### config.mk
export PLATFORM = sky130hd
export DESIGN_NAME = jump_physics
export DESIGN_NICKNAME = d
export VERILOG_FILES = /design/src/rtl/jump_physics.sv
export SDC_FILE = /design/constraint.sdc
export NUM_CORES = 1
export LEC_CHECK = 0
export CAP_MARGIN = 20
export CORE_ASPECT_RATIO = 0.7
export CORE_MARGIN = 2
export CORE_UTILIZATION = 45
export DETAILED_ROUTE_END_ITERATION = 8
export PLACE_DENSITY = 0.67
export SLEW_MARGIN = 20
export SYNTH_ARGS = -nofsm -noshare
export SYNTH_HDL_FRONTEND = slang
export SYNTH_SLANG_ARGS = --single-unit
### constraint.sdc
create_clock -name CLK -period 3.1 [get_ports CLK]
set_input_delay 0.62 -clock CLK [delete_from_list [all_inputs] [get_ports CLK]]
set_output_delay 0.62 -clock CLK [all_outputs]
set_load 0.02 [all_outputs]
### src/rtl/jump_physics.sv
// jump_physics: dinosaur vertical motion with game FSM, tick divider and jump-edge detect.
// Define JUMP_PHYSICS_DOUBLE_JUMP_EN to allow one mid-air relaunch per airtime.
module jump_physics #(
    parameter int HEIGHT_W = 6,
    parameter int VEL_W    = 4,
    parameter int JUMP_VEL = 3,
    parameter int GRAVITY  = 1,
    parameter int TICK_DIV = 1
) (
    input  logic                CLK,
    input  logic                RST,
    input  logic                game_start,
    input  logic                game_over,
    input  logic                button_jump,
    output logic [HEIGHT_W-1:0] dinosaur_height,
    output logic                game_status,
    output logic [1:0]          game_state,
    output logic                airborne,
    output logic                landed
);
    localparam int SW = (HEIGHT_W > VEL_W ? HEIGHT_W : VEL_W) + 2;
    localparam int CW = TICK_DIV > 1 ? $clog2(TICK_DIV) : 1;
    localparam logic signed [SW-1:0]    C_HMAX = SW'(2 ** HEIGHT_W - 1);
    localparam logic signed [SW-1:0]    C_VMIN = SW'(-(2 ** (VEL_W - 1)));
    localparam logic signed [SW-1:0]    C_GRAV = SW'(GRAVITY);
    localparam logic signed [VEL_W-1:0] C_JUMP = VEL_W'(JUMP_VEL);

    typedef enum logic [1:0] {IDLE = 2'b00, PLAYING = 2'b01, OVER = 2'b10} game_t;
    typedef enum logic {GROUND = 1'b0, AIR = 1'b1} motion_t;

    game_t                    r_game;
    motion_t                  r_motion;
    logic [HEIGHT_W-1:0]      r_height;
    logic signed [VEL_W-1:0]  r_vel;
    logic [CW-1:0]            r_cnt;
    logic                     r_pending;
    logic                     r_btn_q;
    logic                     r_landed;

    logic                     w_tick;
    logic                     w_edge;
    logic signed [SW-1:0]     w_h_s;
    logic signed [SW-1:0]     w_v_s;
    logic signed [SW-1:0]     w_sum;
    logic signed [SW-1:0]     w_vdec;
    logic                     w_land;
    logic                     w_clamp;
    logic [VEL_W-1:0]         w_vnext;

    assign w_tick  = (r_game == PLAYING) && (r_cnt == CW'(TICK_DIV - 1));
    assign w_edge  = button_jump & ~r_btn_q;
    assign w_h_s   = {{(SW-HEIGHT_W){1'b0}}, r_height};
    assign w_v_s   = {{(SW-VEL_W){r_vel[VEL_W-1]}}, r_vel};
    assign w_sum   = w_h_s + w_v_s;
    assign w_vdec  = w_v_s - C_GRAV;
    assign w_land  = r_vel[VEL_W-1] && (w_h_s <= -w_v_s);
    assign w_clamp = w_sum > C_HMAX;
    assign w_vnext = (w_vdec < C_VMIN) ? C_VMIN[VEL_W-1:0] : w_vdec[VEL_W-1:0];

`ifdef JUMP_PHYSICS_DOUBLE_JUMP_EN
    logic r_dj;
    logic w_air_edge;
    assign w_air_edge = w_edge && (r_motion == AIR) && !r_dj;
`endif

    always_ff @(posedge CLK) begin
        if (RST) begin
            r_game    <= IDLE;
            r_motion  <= GROUND;
            r_height  <= '0;
            r_vel     <= '0;
            r_cnt     <= '0;
            r_pending <= 1'b0;
            r_btn_q   <= 1'b0;
            r_landed  <= 1'b0;
`ifdef JUMP_PHYSICS_DOUBLE_JUMP_EN
            r_dj      <= 1'b0;
`endif
        end else begin
            r_btn_q  <= button_jump;
            r_landed <= 1'b0;
            if (r_game != PLAYING) begin
                r_cnt     <= '0;
                r_pending <= 1'b0;
`ifdef JUMP_PHYSICS_DOUBLE_JUMP_EN
                r_dj      <= 1'b0;
`endif
                if (game_start) begin
                    r_game   <= PLAYING;
                    r_motion <= GROUND;
                    r_height <= '0;
                    r_vel    <= '0;
                end
            end else begin
                if (game_over)
                    r_game <= OVER;
                r_cnt <= w_tick ? '0 : r_cnt + 1'b1;
                if (w_tick) begin
                    if (r_motion == GROUND) begin
                        if (r_pending || w_edge) begin
                            r_vel     <= C_JUMP;
                            r_motion  <= AIR;
                            r_pending <= 1'b0;
                        end
                    end else if (w_land) begin
                        // landing beats any queued mid-air relaunch
                        r_height  <= '0;
                        r_vel     <= '0;
                        r_motion  <= GROUND;
                        r_landed  <= 1'b1;
                        r_pending <= 1'b0;
`ifdef JUMP_PHYSICS_DOUBLE_JUMP_EN
                        r_dj      <= 1'b0;
                    end else if (r_pending || w_air_edge) begin
                        r_vel     <= C_JUMP;
                        r_dj      <= 1'b1;
                        r_pending <= 1'b0;
`endif
                    end else begin
                        r_height <= w_clamp ? '1 : w_sum[HEIGHT_W-1:0];
                        r_vel    <= w_clamp ? '0 : w_vnext;
                    end
                end else if (w_edge && r_motion == GROUND) begin
                    r_pending <= 1'b1;
`ifdef JUMP_PHYSICS_DOUBLE_JUMP_EN
                end else if (w_air_edge) begin
                    r_pending <= 1'b1;
`endif
                end
            end
        end
    end

    assign dinosaur_height = r_height;
    assign game_status     = r_game == PLAYING;
    assign game_state      = r_game;
    assign airborne        = r_motion == AIR;
    assign landed          = r_landed;
endmodule

* Word-level counts from Yosys, hierarchy flattened
Cells that the tools add are included.
** Operators by class
- Shifts and indexed selects :: 0
- Add/subtract/negate cells :: 4
- Equal/unequal tests :: 5
- Bitwise gates (word level) :: 5
- Multipliers :: 0
- Divide/modulo/power cells :: 0
- Reduce and logical (&&, ||, !) cells :: 17
- Magnitude comparators :: 3
- Mux-type cells :: 29
** Operators with widths (count)
- $mux W6 :: 6
- $mux W4 :: 8
- $mux W1 :: 12
- $reduce_and A3 Y1 :: 3
- $add A7 B4 Y8 :: 1
- $gt A8 B7 Y1 const B :: 1
- $le A7 B8 Y1 :: 1
- $neg A4 Y8 :: 1
- $reduce_bool A2 Y1 :: 4
- $mux W2 :: 3
- $ne A3 B2 Y1 const B :: 2
- $lt A5 B4 Y1 const B :: 1
- $sub A4 B2 Y5 const B :: 1
- $not A1 Y1 :: 4
- $reduce_and A2 Y1 :: 2
- $reduce_or A4 Y1 :: 1
- $logic_and A1 B1 Y1 :: 3
- $reduce_bool A3 Y1 :: 1
- $reduce_or A3 Y1 :: 1
- $eq A2 B1 Y1 const B :: 1
- $ne A2 B1 Y1 const B :: 1
- $ne A2 B2 Y1 const B :: 1
- $reduce_or A2 Y1 :: 1
- $add A1 B1 Y1 const B :: 1
- other kinds (2) :: 2
** Word-level totals
- Logic and storage cells :: 71
- Memories kept :: 0
- Output and inout bits :: 11
- Bits in registers :: 17
- Memory bits (writable) :: 0
- Input bits :: 5
- Bits in latches :: 0
- Memory bits (read-only) :: 0

* Logic depth before layout (Yosys ltp)
Gate-level depths: netlist of the first run.
- Word-level depth :: 8
- Mapped depth :: 11
- Depth with buffers taken out :: 11

* Worst setup path before layout of the first run
OpenSTA, ideal clock, no wires.
- Path kind :: flip-flop to flip-flop
- Start point :: register r_vel[0]
- End point :: register r_vel[0]
- Arrival :: 2414 ps
- Clock period less this slack :: 2492 ps
- Path buffers :: 0
- Stages on the path, launching flop included :: 11
- Setup time :: 79 ps
- Data required time :: 3021 ps
- Path slack :: 608 ps
- Path through :: dfxtp_1 -> nor3_1 -> inv_1 -> ha_1 -> ha_1 -> nand2_1 -> a211o_1 -> a211oi_2 -> o211ai_1 -> a211o_1 -> o211ai_1
** On the way
- Cells in the longest elaborated chain, start to end :: 8
- Elaborated cells between the ends (all ways) :: 13
- Those cells by class :: 3 x add/sub; 3 x order compare; 6 x mux; 1 x reduce/logical
** Ends and longest elaborated chain
- from (decl) :: line 34 : logic signed [VEL_W-1:0] r_vel;
- from (signal assigned) :: line 121 : r_vel <= w_clamp ? '0 : w_vnext;
- branches (longest 4 deep; another with $add A7 B4 Y8)
- $mux W4 * :: line 105 : end else if (w_land) begin
- $mux W4 * :: line 99 : if (r_motion == GROUND) begin
- $mux W4 * :: line 98 : if (w_tick) begin
- $mux W4 * :: line 82 : if (r_game != PLAYING) begin
Mark *: on every way between the ends. The select of a mux whose other input is x is not followed.
A chain may end at the register's enable or synchronous reset.

* Worst setup path after layout of the first run
- Start point :: register r_vel[3]
- End point :: register r_vel[0]
The elaborated chain is that of the path after synthesis.

==> flow_metrics.py, run 1 <==
metrics = {
    "synth": {
        "ys_seq_area_share_pct": 26.5,
        "netlist_instances": 144,
        "synth_seq_cells": 17,
        "yosysWarnings": 0,
        "synth_most_common_cell": "dfxtp_1",
        "ys_top_cells_by_count": "17 x dfxtp_1, 15 x ha_1, 11 x inv_1, 11 x nand2_1, 11 x nor2_1",
        "synthTopCellsByArea": "dfxtp_1 27%, ha_1 15%, a21o_1 4.1%",
        "syn_avg_cell_area_um2": 8.91,
        "syn_area_um2": 1280,
        "synth_top_area_share_pct": 26.5,
        "yosysUniqueCellTypes": 43,
        "synth_top_cell_by_area": "dfxtp_1",
        "syn-num-nets": 165,
        "synth_edf_count": 0,
        "yosys_most_used_dff": "dfxtp_1",
        "synthArstFlopShare_pct": 0,
    },
    "hold_path": {
        "min_path_cells": 2,
        "min_from": "game_state[0]",
        "hp-class": "reg2reg",
        "hold_end": "game_state[0]",
    },
    "place": {
        "hpwl_mm": 2.35,
        "dp.cells": 193,
        "io_buffer_count": 15,
        "gp_congestion": 0.877,
    },
    "setup_path": {
        "reg2reg_slack_ns": 0.22,
        "worstPathMaxFanout": 10,
        "r2r_cells": 9,
        "reg2reg_to": "r_vel[0]",
        "rr_startpoint": "r_vel[3]",
        "crit_path_start_kind": "flip-flop",
        "end_kind": "flip-flop",
        "crit_arrival_ns": 3.06,
        "critPathRequiredTime_ns": 3.28,
        "crit_type": "reg2reg",
    },
    "timing": {
        "slew_violations": 0,
        "fin_crit_sh_pct": 92.8,
        "fin_crit_ns": 2.88,
        "max_freq_mhz": 348,
        "hold_viol_final": 0,
        "rsz0062_at_grt": "false",
        "timing.hold.ws_ns": 0.523,
        "fin_skew_ns": 0.00307,
        "setup_viol": 0,
        "fin_setup_tns_ns": 0,
    },
    "power_and_ir_drop": {
        "leakagePower_nw": 0.685,
        "p_per_area_nw_per_um2": 314,
        "ir_drop_mv": 0.198,
    },
    "detailed_routing": {
        "viasPerCell": 5.63,
        "routedWlPerCell_um": 15.2,
        "vias": 1114,
        "drc": 0,
        "ant_nets": 0,
        "firstDrtPassIters": 4,
        "drt_wl_total_mm": 3.00,
        "drtIter0Drc": 61,
    },
    "floorplan": {
        "design.die.area_um2": 3300,
        "io_pins": 16,
        "start_util_pct": 46.5,
        "die_h_um": 48.7,
        "rows": 16,
        "core_um2": 2760,
        "die_w_um": 67.8,
    },
    "finish": {
        "fin_util_pct": 55.5,
        "final_cells": 198,
        "antenna_cells": 0,
        "drive_gt1_share_pct": 11.1,
        "final_nets": 184,
        "syn2layout_area_growth_pct": 19.4,
    },
    "cts": {
        "cts-buffers-inserted": 3,
        "clk-insertion-delay-late_ns": 0.25,
        "clk_pin_slew_ns": 0.07,
        "clk_path_buf_depth": 2,
        "h-tree-depth": 1,
        "root_buffer": "clkbuf_8",
        "cts_tree": "done",
        "cts_sinks": 17,
    },
    "global_route": {
        "grt_pass1_vias": 1073,
        "grt_first_pass_wirelength_mm": 5.23,
        "track_usage_pct": 20.9,
        "antenna_found_initial": 0,
        "grt_max_degree": 11,
        "grt_overflow_total": 0,
    },
    "job": {
        "maxCapViolations": 0,
    },
    "status": {
        "status": "complete, no violations",
    },
}
[layout make-up]
cell class / count / area [um^2]
clock buffer: 3 / 41.3
multi-input combinational: 114 / 902
fill: 244 / 1230
inverter: 11 / 41.3
tap: 36 / 45.0
timing repair buffer: 16 / 158
sequential: 17 / 340
clock inverter: 1 / 5.00
[per-stage QoR]
step           worst slack (ns)  cell area, um^2  power, mW
6_report                  0.223             1530      0.481
5_1_grt                  0.0537             1530      0.509
4_1_cts                   0.166             1520      0.484
3_5_place_dp              0.202             1470      0.313
3_3_place_gp              0.345             1470      0.310
2_1_floorplan             0.608             1280      0.287
[routing by layer]
layer | up-vias | routed length (um) | GRT usage (%)
met5 | - | 0 | 0
met4 | 0 | 4 | 2.00
met3 | 2 | 109 | 5.58
met2 | 18 | 1260 | 29.1
met1 | 529 | 1630 | 32.9
li1 | 565 | - | -
[where the power goes]
group | switching, mW | leakage (nW) | internal, mW | total, mW
combinational | 0.0455 | 0.522 | 0.0356 | 0.0812
clock | 0.0809 | 0.0255 | 0.0893 | 0.170
sequential | 0.00582 | 0.138 | 0.224 | 0.229
total | 0.132 | 0.685 | 0.349 | 0.481
[flip-flops by register name (all words and copies together) (netlist names)]
register	cells
landed	1
r_pending	1
dinosaur_height	6
r_vel	4
r_btn_q	1
r_cnt	1
game_state	2
airborne	1
[worst max-delay path, cell delays in order, from the launching register on]
cell and delay [ns]:
dfxtp_1 0.59, inv_1 0.23, ha_1 0.35, ha_1 0.29, nand2_1 0.07, a211o_1 0.27
a211oi_4 0.32, o211ai_1 0.18, a211o_1 0.33, o211ai_1 0.16
[cell usage in the layout (no fill, tap or decap), drive strengths merged, types with 2 or more instances in the layout]
cell	count
o311ai	2
xnor2	2
inv	11
dfxtp	17
nor2b	2
nor2	11
and2	2
o211ai	2
a211o	2
clkdlybuf4s50	15
and3b	2
a21o	7
a22o	5
nor3	6
nand2	11
clkbuf	3
nand3	2
o21ai	6
nand2b	5
a211oi	6
nor3b	2
ha	15
a21oi	9
[worst max-delay path by stage]
stage	from	to	slack, ns	cells past startpoint
3_5_place_dp	r_vel[3]	r_vel[3]	0.20	9
4_1_cts	r_vel[0]	r_vel[3]	0.17	10
2_1_floorplan	r_vel[0]	r_vel[0]	0.61	10
6_report	r_vel[3]	r_vel[0]	0.22	9
3_3_place_gp	r_vel[0]	r_vel[3]	0.35	10
5_1_grt	r_vel[0]	r_vel[0]	0.05	10
[cell families (layout without fill, tap and decap cells)]
| logic type | Yosys count | after routing | synth area share (%) |
|---|---|---|---|
| simple gates | 47 | 47 | 21.2 |
| buf+inv | 13 | 31 | 3.80 |
| mux | 1 | 1 | 1.75 |
| other cells | 1 | 1 | 0.292 |
| xor+xnor | 3 | 3 | 2.05 |
| compound gates | 46 | 46 | 28.3 |
| fa+ha+maj | 16 | 16 | 16.2 |
| flops | 17 | 17 | 26.5 |
[what timing repair did]
action,CTS,global route
endpoints found under the setup margin,0,2
gates resized for setup,0,1
setup buffers,0,1
hold buffers,0,0
Note: power is estimated with default switching activity, not from simulation.
==> inputs of run 2 (changes only) <==
--- a/config.mk
+++ b/config.mk
@@ -10,7 +10,7 @@
 export CORE_MARGIN = 2
 export CORE_UTILIZATION = 45
 export DETAILED_ROUTE_END_ITERATION = 8
-export PLACE_DENSITY = 0.67
+export DONT_BUFFER_PORTS = 1
 export SLEW_MARGIN = 20
 export SYNTH_ARGS = -nofsm -noshare
 export SYNTH_HDL_FRONTEND = slang
==> run 2 against run 1 <==
  * Combinational power shrank 22%
  * Sequential power is essentially flat
  * Die area is the same
  * Clock-buffer cell count is the same
  * Sequential share of layout area grew 2.2 points
  * Via count shrank 4.9%
  * Non-clock buffer count shrank 14
  * Largest cell class unchanged
==> flow_metrics.py, run 2 (synthesized netlist as in run 1, its figures left out) <==
metrics = {
    "detailed_routing": {
        "firstDrtPassIters": 4,
        "ant_nets": 0,
        "drc": 0,
        "routedWlPerCell_um": 16.0,
        "vias": 1059,
        "drt_wl_total_mm": 2.95,
        "viasPerCell": 5.76,
        "drtIter0Drc": 64,
    },
    "timing": {
        "slew_violations": 0,
        "hold_viol_final": 0,
        "fin_crit_ns": 2.79,
        "setup_viol": 0,
        "fin_crit_sh_pct": 90.1,
        "max_freq_mhz": 358,
        "rsz0062_at_grt": "false",
        "fin_setup_tns_ns": 0,
        "fin_skew_ns": 0.00651,
        "setup_slack_ns": 0.306,
    },
    "cts": {
        "root_buffer": "clkbuf_8",
        "clk_path_buf_depth": 2,
        "cts-buffers-inserted": 3,
        "cts_sinks": 17,
        "cts_tree": "done",
        "clk_pin_slew_ns": 0.07,
        "hold_buffers": 0,
        "clk-insertion-delay-late_ns": 0.26,
        "h-tree-depth": 1,
    },
    "setup_path": {
        "crit_path_start_kind": "flip-flop",
        "cp-endpoint": "r_vel[1]",
        "crit_type": "reg2reg",
        "worstPathMaxFanout": 6,
        "reg2reg_to": "r_vel[1]",
        "critPathMaxStageDelay_ns": 0.36,
        "cpMaxStageDelayCell": "dfxtp_1",
        "reg2reg_slack_ns": 0.31,
        "cp_cell_sequence": "nor3_1 -> inv_1 -> ha_1 -> ha_1 -> nand2_1 -> a211o_1 -> a211oi_4 -> o211ai_1 -> a211o_1 -> o22ai_1",
        "rr_startpoint": "r_vel[0]",
        "critPathLaunch": "r_vel[0]",
        "end_kind": "flip-flop",
        "critPathRequiredTime_ns": 3.29,
        "crit_arrival_ns": 2.98,
        "r2r_cells": 10,
    },
    "place": {
        "dp_slack_ns": 0.264,
        "io_buffer_count": 0,
        "hpwl_mm": 2.26,
        "gp_congestion": 0.830,
    },
    "power_and_ir_drop": {
        "p_per_area_nw_per_um2": 339,
        "leakagePower_nw": 0.633,
        "power_mw": 0.471,
        "ir_drop_mv": 0.187,
    },
    "status": {
        "status": "complete, no violations",
    },
    "global_route": {
        "track_usage_pct": 19.2,
        "grt_max_degree": 12,
        "antenna_found_initial": 0,
        "grt_pass1_vias": 997,
        "grt_first_pass_wirelength_mm": 4.78,
        "grt_overflow_total": 0,
    },
    "job": {
        "maxCapViolations": 0,
    },
    "floorplan": {
        "die_w_um": 67.8,
        "die_h_um": 48.7,
        "design.die.area_um2": 3300,
        "rows": 16,
        "start_util_pct": 46.5,
        "core_um2": 2760,
        "io_pins": 16,
    },
    "finish": {
        "drive_gt1_share_pct": 12.8,
        "antenna_cells": 0,
        "syn2layout_area_growth_pct": 8.48,
        "final_nets": 170,
        "largest_register_ffs": 6,
        "layout_commonest_cell": "dfxtp_1",
        "fillers": 267,
        "final_cell_mix": "17 x dfxtp_1, 15 x ha_1, 11 x inv_1, 11 x nand2_1, 11 x nor2_1",
    },
    "hold_path": {
        "hp-class": "in2reg",
    },
}
[run 2: power breakdown]
| group | internal [mW] | leakage, nW | total [mW] | switching [mW] |
|---|---|---|---|---|
| Sequential | 0.224 | 0.138 | 0.232 | 0.00849 |
| Combinational | 0.0259 | 0.474 | 0.0635 | 0.0376 |
| Clock | 0.0907 | 0.0217 | 0.176 | 0.0852 |
[run 2: per-stage QoR]
stage               std cells  area (um^2)  hold WS (ns)  utilization, %
finish                    184         1390         0.424            50.4
CTS                       183         1380         0.420            49.9
global placement          179         1330         0.505            48.1
floorplan                 144         1280         0.492               -
global route              184         1390         0.420            50.4
detailed placement        179         1330         0.518            48.1
[run 2: worst max-delay path, delay by kind of cell, from the launching register on]
family / cells / cell delay (ns)
adders and majority gates: 2 / 0.58
buffers and inverters: 1 / 0.15
DFF: 1 / 0.36
and+or+nand+nor: 2 / 0.41
AOI/OAI and AO/OA: 5 / 1.21
[run 2: routing by layer]
metal  share of wire (%)  vias to the layer above  track usage (%)
li1                    -                      538                -
met5                   0                        -                0
met1                  53                      482             30.3
met4                0.34                        0             2.00
met2                  40                       37             25.0
met3                 7.5                        2             7.44
[run 2: layout make-up]
class | count | area (um^2) | area share [%]
Inverter | 11 | 41.3 | 2.96
Tap cell | 36 | 45.0 | 3.23
Sequential cell | 17 | 340 | 24.4
Multi-Input combinational cell | 114 | 902 | 64.8
Timing Repair Buffer | 2 | 15.0 | 1.08
Clock buffer | 3 | 41.3 | 2.96
Clock inverter | 1 | 7.51 | 0.539
[run 2: repair_timing]
action                     CTS  global route
setup endpoints to repair    0             3
resized for setup            0             1
setup buffers                0             1
[run 2: how the worst min path moves through the flow]
stage,slack (ns),to,from,depth (start not counted)
global route,0.42,game_state[0],RST,1
detailed placement,0.52,r_pending,r_pending,2
floorplan,0.49,r_pending,r_pending,2
CTS,0.42,r_btn_q,RST,1
finish,0.42,r_btn_q,RST,1
global placement,0.50,r_pending,r_pending,2
==> inputs of run 3 (changes only) <==
--- a/config.mk
+++ b/config.mk
@@ -11,6 +11,7 @@
 export CORE_UTILIZATION = 45
 export DETAILED_ROUTE_END_ITERATION = 8
 export DONT_BUFFER_PORTS = 1
+export GPL_ROUTABILITY_DRIVEN = 0
 export SLEW_MARGIN = 20
 export SYNTH_ARGS = -nofsm -noshare
 export SYNTH_HDL_FRONTEND = slang
==> constraint.sdc (replaced) <==
create_clock -name CLK -period 3.05 [get_ports CLK]
set_input_delay 0.61 -clock CLK [delete_from_list [all_inputs] [get_ports CLK]]
set_output_delay 0.61 -clock CLK [all_outputs]
set_load 0.02 [all_outputs]
==> run 3 against run 2 <==
  * Utilization grew 0.18 points
  * Sequential share of layout area shrank 0.087 points
  * Hold slack lost 0.014 ns
  * Global-route usage grew 1.6 points
  * First-iteration DRC count grew 4.7%
  * Non-clock buffer count grew 2
  * Via count grew 2.1%
  * Setup slack lost 0.11 ns
  * Clock power is essentially flat
  * Combinational power grew 1%
==> flow_metrics.py, run 3 (synthesized netlist as in run 1, its figures left out) <==
metrics = {
    "cts": {
        "cts_sinks": 17,
        "root_buffer": "clkbuf_8",
        "cts_tree": "done",
        "ctsResizeCount": 0,
        "clk_path_buf_depth": 2,
        "h-tree-depth": 1,
        "clk-insertion-delay-late_ns": 0.26,
        "cts-buffers-inserted": 3,
        "clk_pin_slew_ns": 0.07,
    },
    "setup_path": {
        "path_buf_inv": 1,
        "crit_family": "compound AO/OA/AOI/OAI gates",
        "cp_cell_sequence": "nor3_1 -> inv_1 -> ha_1 -> ha_1 -> nand2_1 -> a211o_1 -> a211oi_2 -> o211ai_1 -> a211o_1 -> o22ai_1",
        "end_kind": "flip-flop",
        "cpMaxStageDelayCell": "nor3_1",
        "worstPathMaxFanout": 6,
        "critPathMaxStageDelay_ns": 0.37,
        "crit_path_start_kind": "flip-flop",
        "crit_arrival_ns": 3.04,
        "crit_type": "reg2reg",
        "critPathRequiredTime_ns": 3.23,
    },
    "global_route": {
        "antenna_found_initial": 0,
        "grt_pass1_vias": 1026,
        "grt_max_degree": 11,
        "grt_overflow_total": 0,
        "track_usage_pct": 20.8,
        "grt_first_pass_wirelength_mm": 5.05,
    },
    "finish": {
        "fin_util_pct": 50.6,
        "final_cells": 186,
        "largest_register_ffs": 6,
        "syn2layout_area_growth_pct": 8.87,
        "multi_input_area_um2": 895,
        "drive_gt1_share_pct": 14.0,
        "final_cell_mix": "17 x dfxtp_1, 15 x ha_1, 11 x inv_1, 11 x nand2_1, 11 x nor2_1",
        "antenna_cells": 0,
        "regArea_um2": 340,
        "fillers": 275,
        "final_nets": 172,
        "final_area_um2": 1400,
        "layout_commonest_cell": "dfxtp_1",
    },
    "power_and_ir_drop": {
        "p_per_area_nw_per_um2": 341,
        "leakagePower_nw": 0.643,
        "ir_drop_mv": 0.193,
        "power_mw": 0.476,
    },
    "floorplan": {
        "die_w_um": 67.8,
        "core_um2": 2760,
        "rows": 16,
        "start_util_pct": 46.5,
        "design.die.area_um2": 3300,
        "io_pins": 16,
        "die_h_um": 48.7,
    },
    "job": {
        "maxCapViolations": 0,
    },
    "hold_path": {
        "hp-class": "in2reg",
    },
    "place": {
        "dp_slack_ns": 0.209,
        "io_buffer_count": 0,
        "place_area_um2": 1340,
        "hpwl_mm": 2.36,
        "dp.cells": 180,
    },
    "detailed_routing": {
        "ant_nets": 0,
        "viasPerCell": 5.81,
        "firstDrtPassIters": 4,
        "drtIter0Drc": 67,
        "vias": 1081,
        "routedWlPerCell_um": 16.6,
        "drc": 0,
        "drt_wl_total_mm": 3.08,
    },
    "timing": {
        "hold_viol_final": 0,
        "rsz0062_at_grt": "false",
        "max_freq_mhz": 350,
        "fin_skew_ns": 0.00251,
        "setup_viol": 0,
        "fin_crit_ns": 2.86,
        "timing.hold.ws_ns": 0.410,
        "fin_setup_tns_ns": 0,
        "fin_crit_sh_pct": 93.7,
        "slew_violations": 0,
        "setup_slack_ns": 0.192,
    },
    "status": {
        "status": "complete, no violations",
    },
}
==> run 3: cell types whose count changed in the layout (fill, tap and decap cells not counted) <==
cell / before / now
clkinvlp_4: 1 / 0
buf_4: 2 / 4
a211oi_2: 1 / 2
clkinv_2: 0 / 1
a211oi_4: 1 / 0
==> run 3: worst paths after layout <==
path,start,endpoint,slack (ns),cells after the start
min,RST,game_state[0],0.41,1
max reg2reg,r_vel[0],r_vel[1],0.19,10
min reg2reg,r_pending,r_pending,0.52,2
max,r_vel[0],r_vel[1],0.19,10
==> run 3: routing by layer <==
metal	up-vias	track usage [%]	part of all wire [%]
li1	545	-	-
met4	0	6.00	1.2
met3	4	5.81	5.1
met1	508	32.0	53
met5	-	0	0
met2	24	27.8	40
==> run 3: repair_timing <==
action                                  in CTS  in global routing
endpoints found under the setup margin       0                  1
setup buffers                                0                  2
hold buffers                                 0                  0
==> run 3: layout make-up <==
type,count,share of cell area [%]
multi-input cells,114,64.0
flip-flops and latches,17,24.4
well taps,36,3.22
clock buffers,3,2.95
inverters,11,2.95
repair buffers,4,2.15
clock inverters,1,0.358
==> run 3: power by group <==
part           total [mW]  switching (mW)  internal, mW
registers           0.236         0.00852         0.227
clock network       0.176          0.0851        0.0910
logic              0.0643          0.0378        0.0265
total               0.476           0.131         0.345
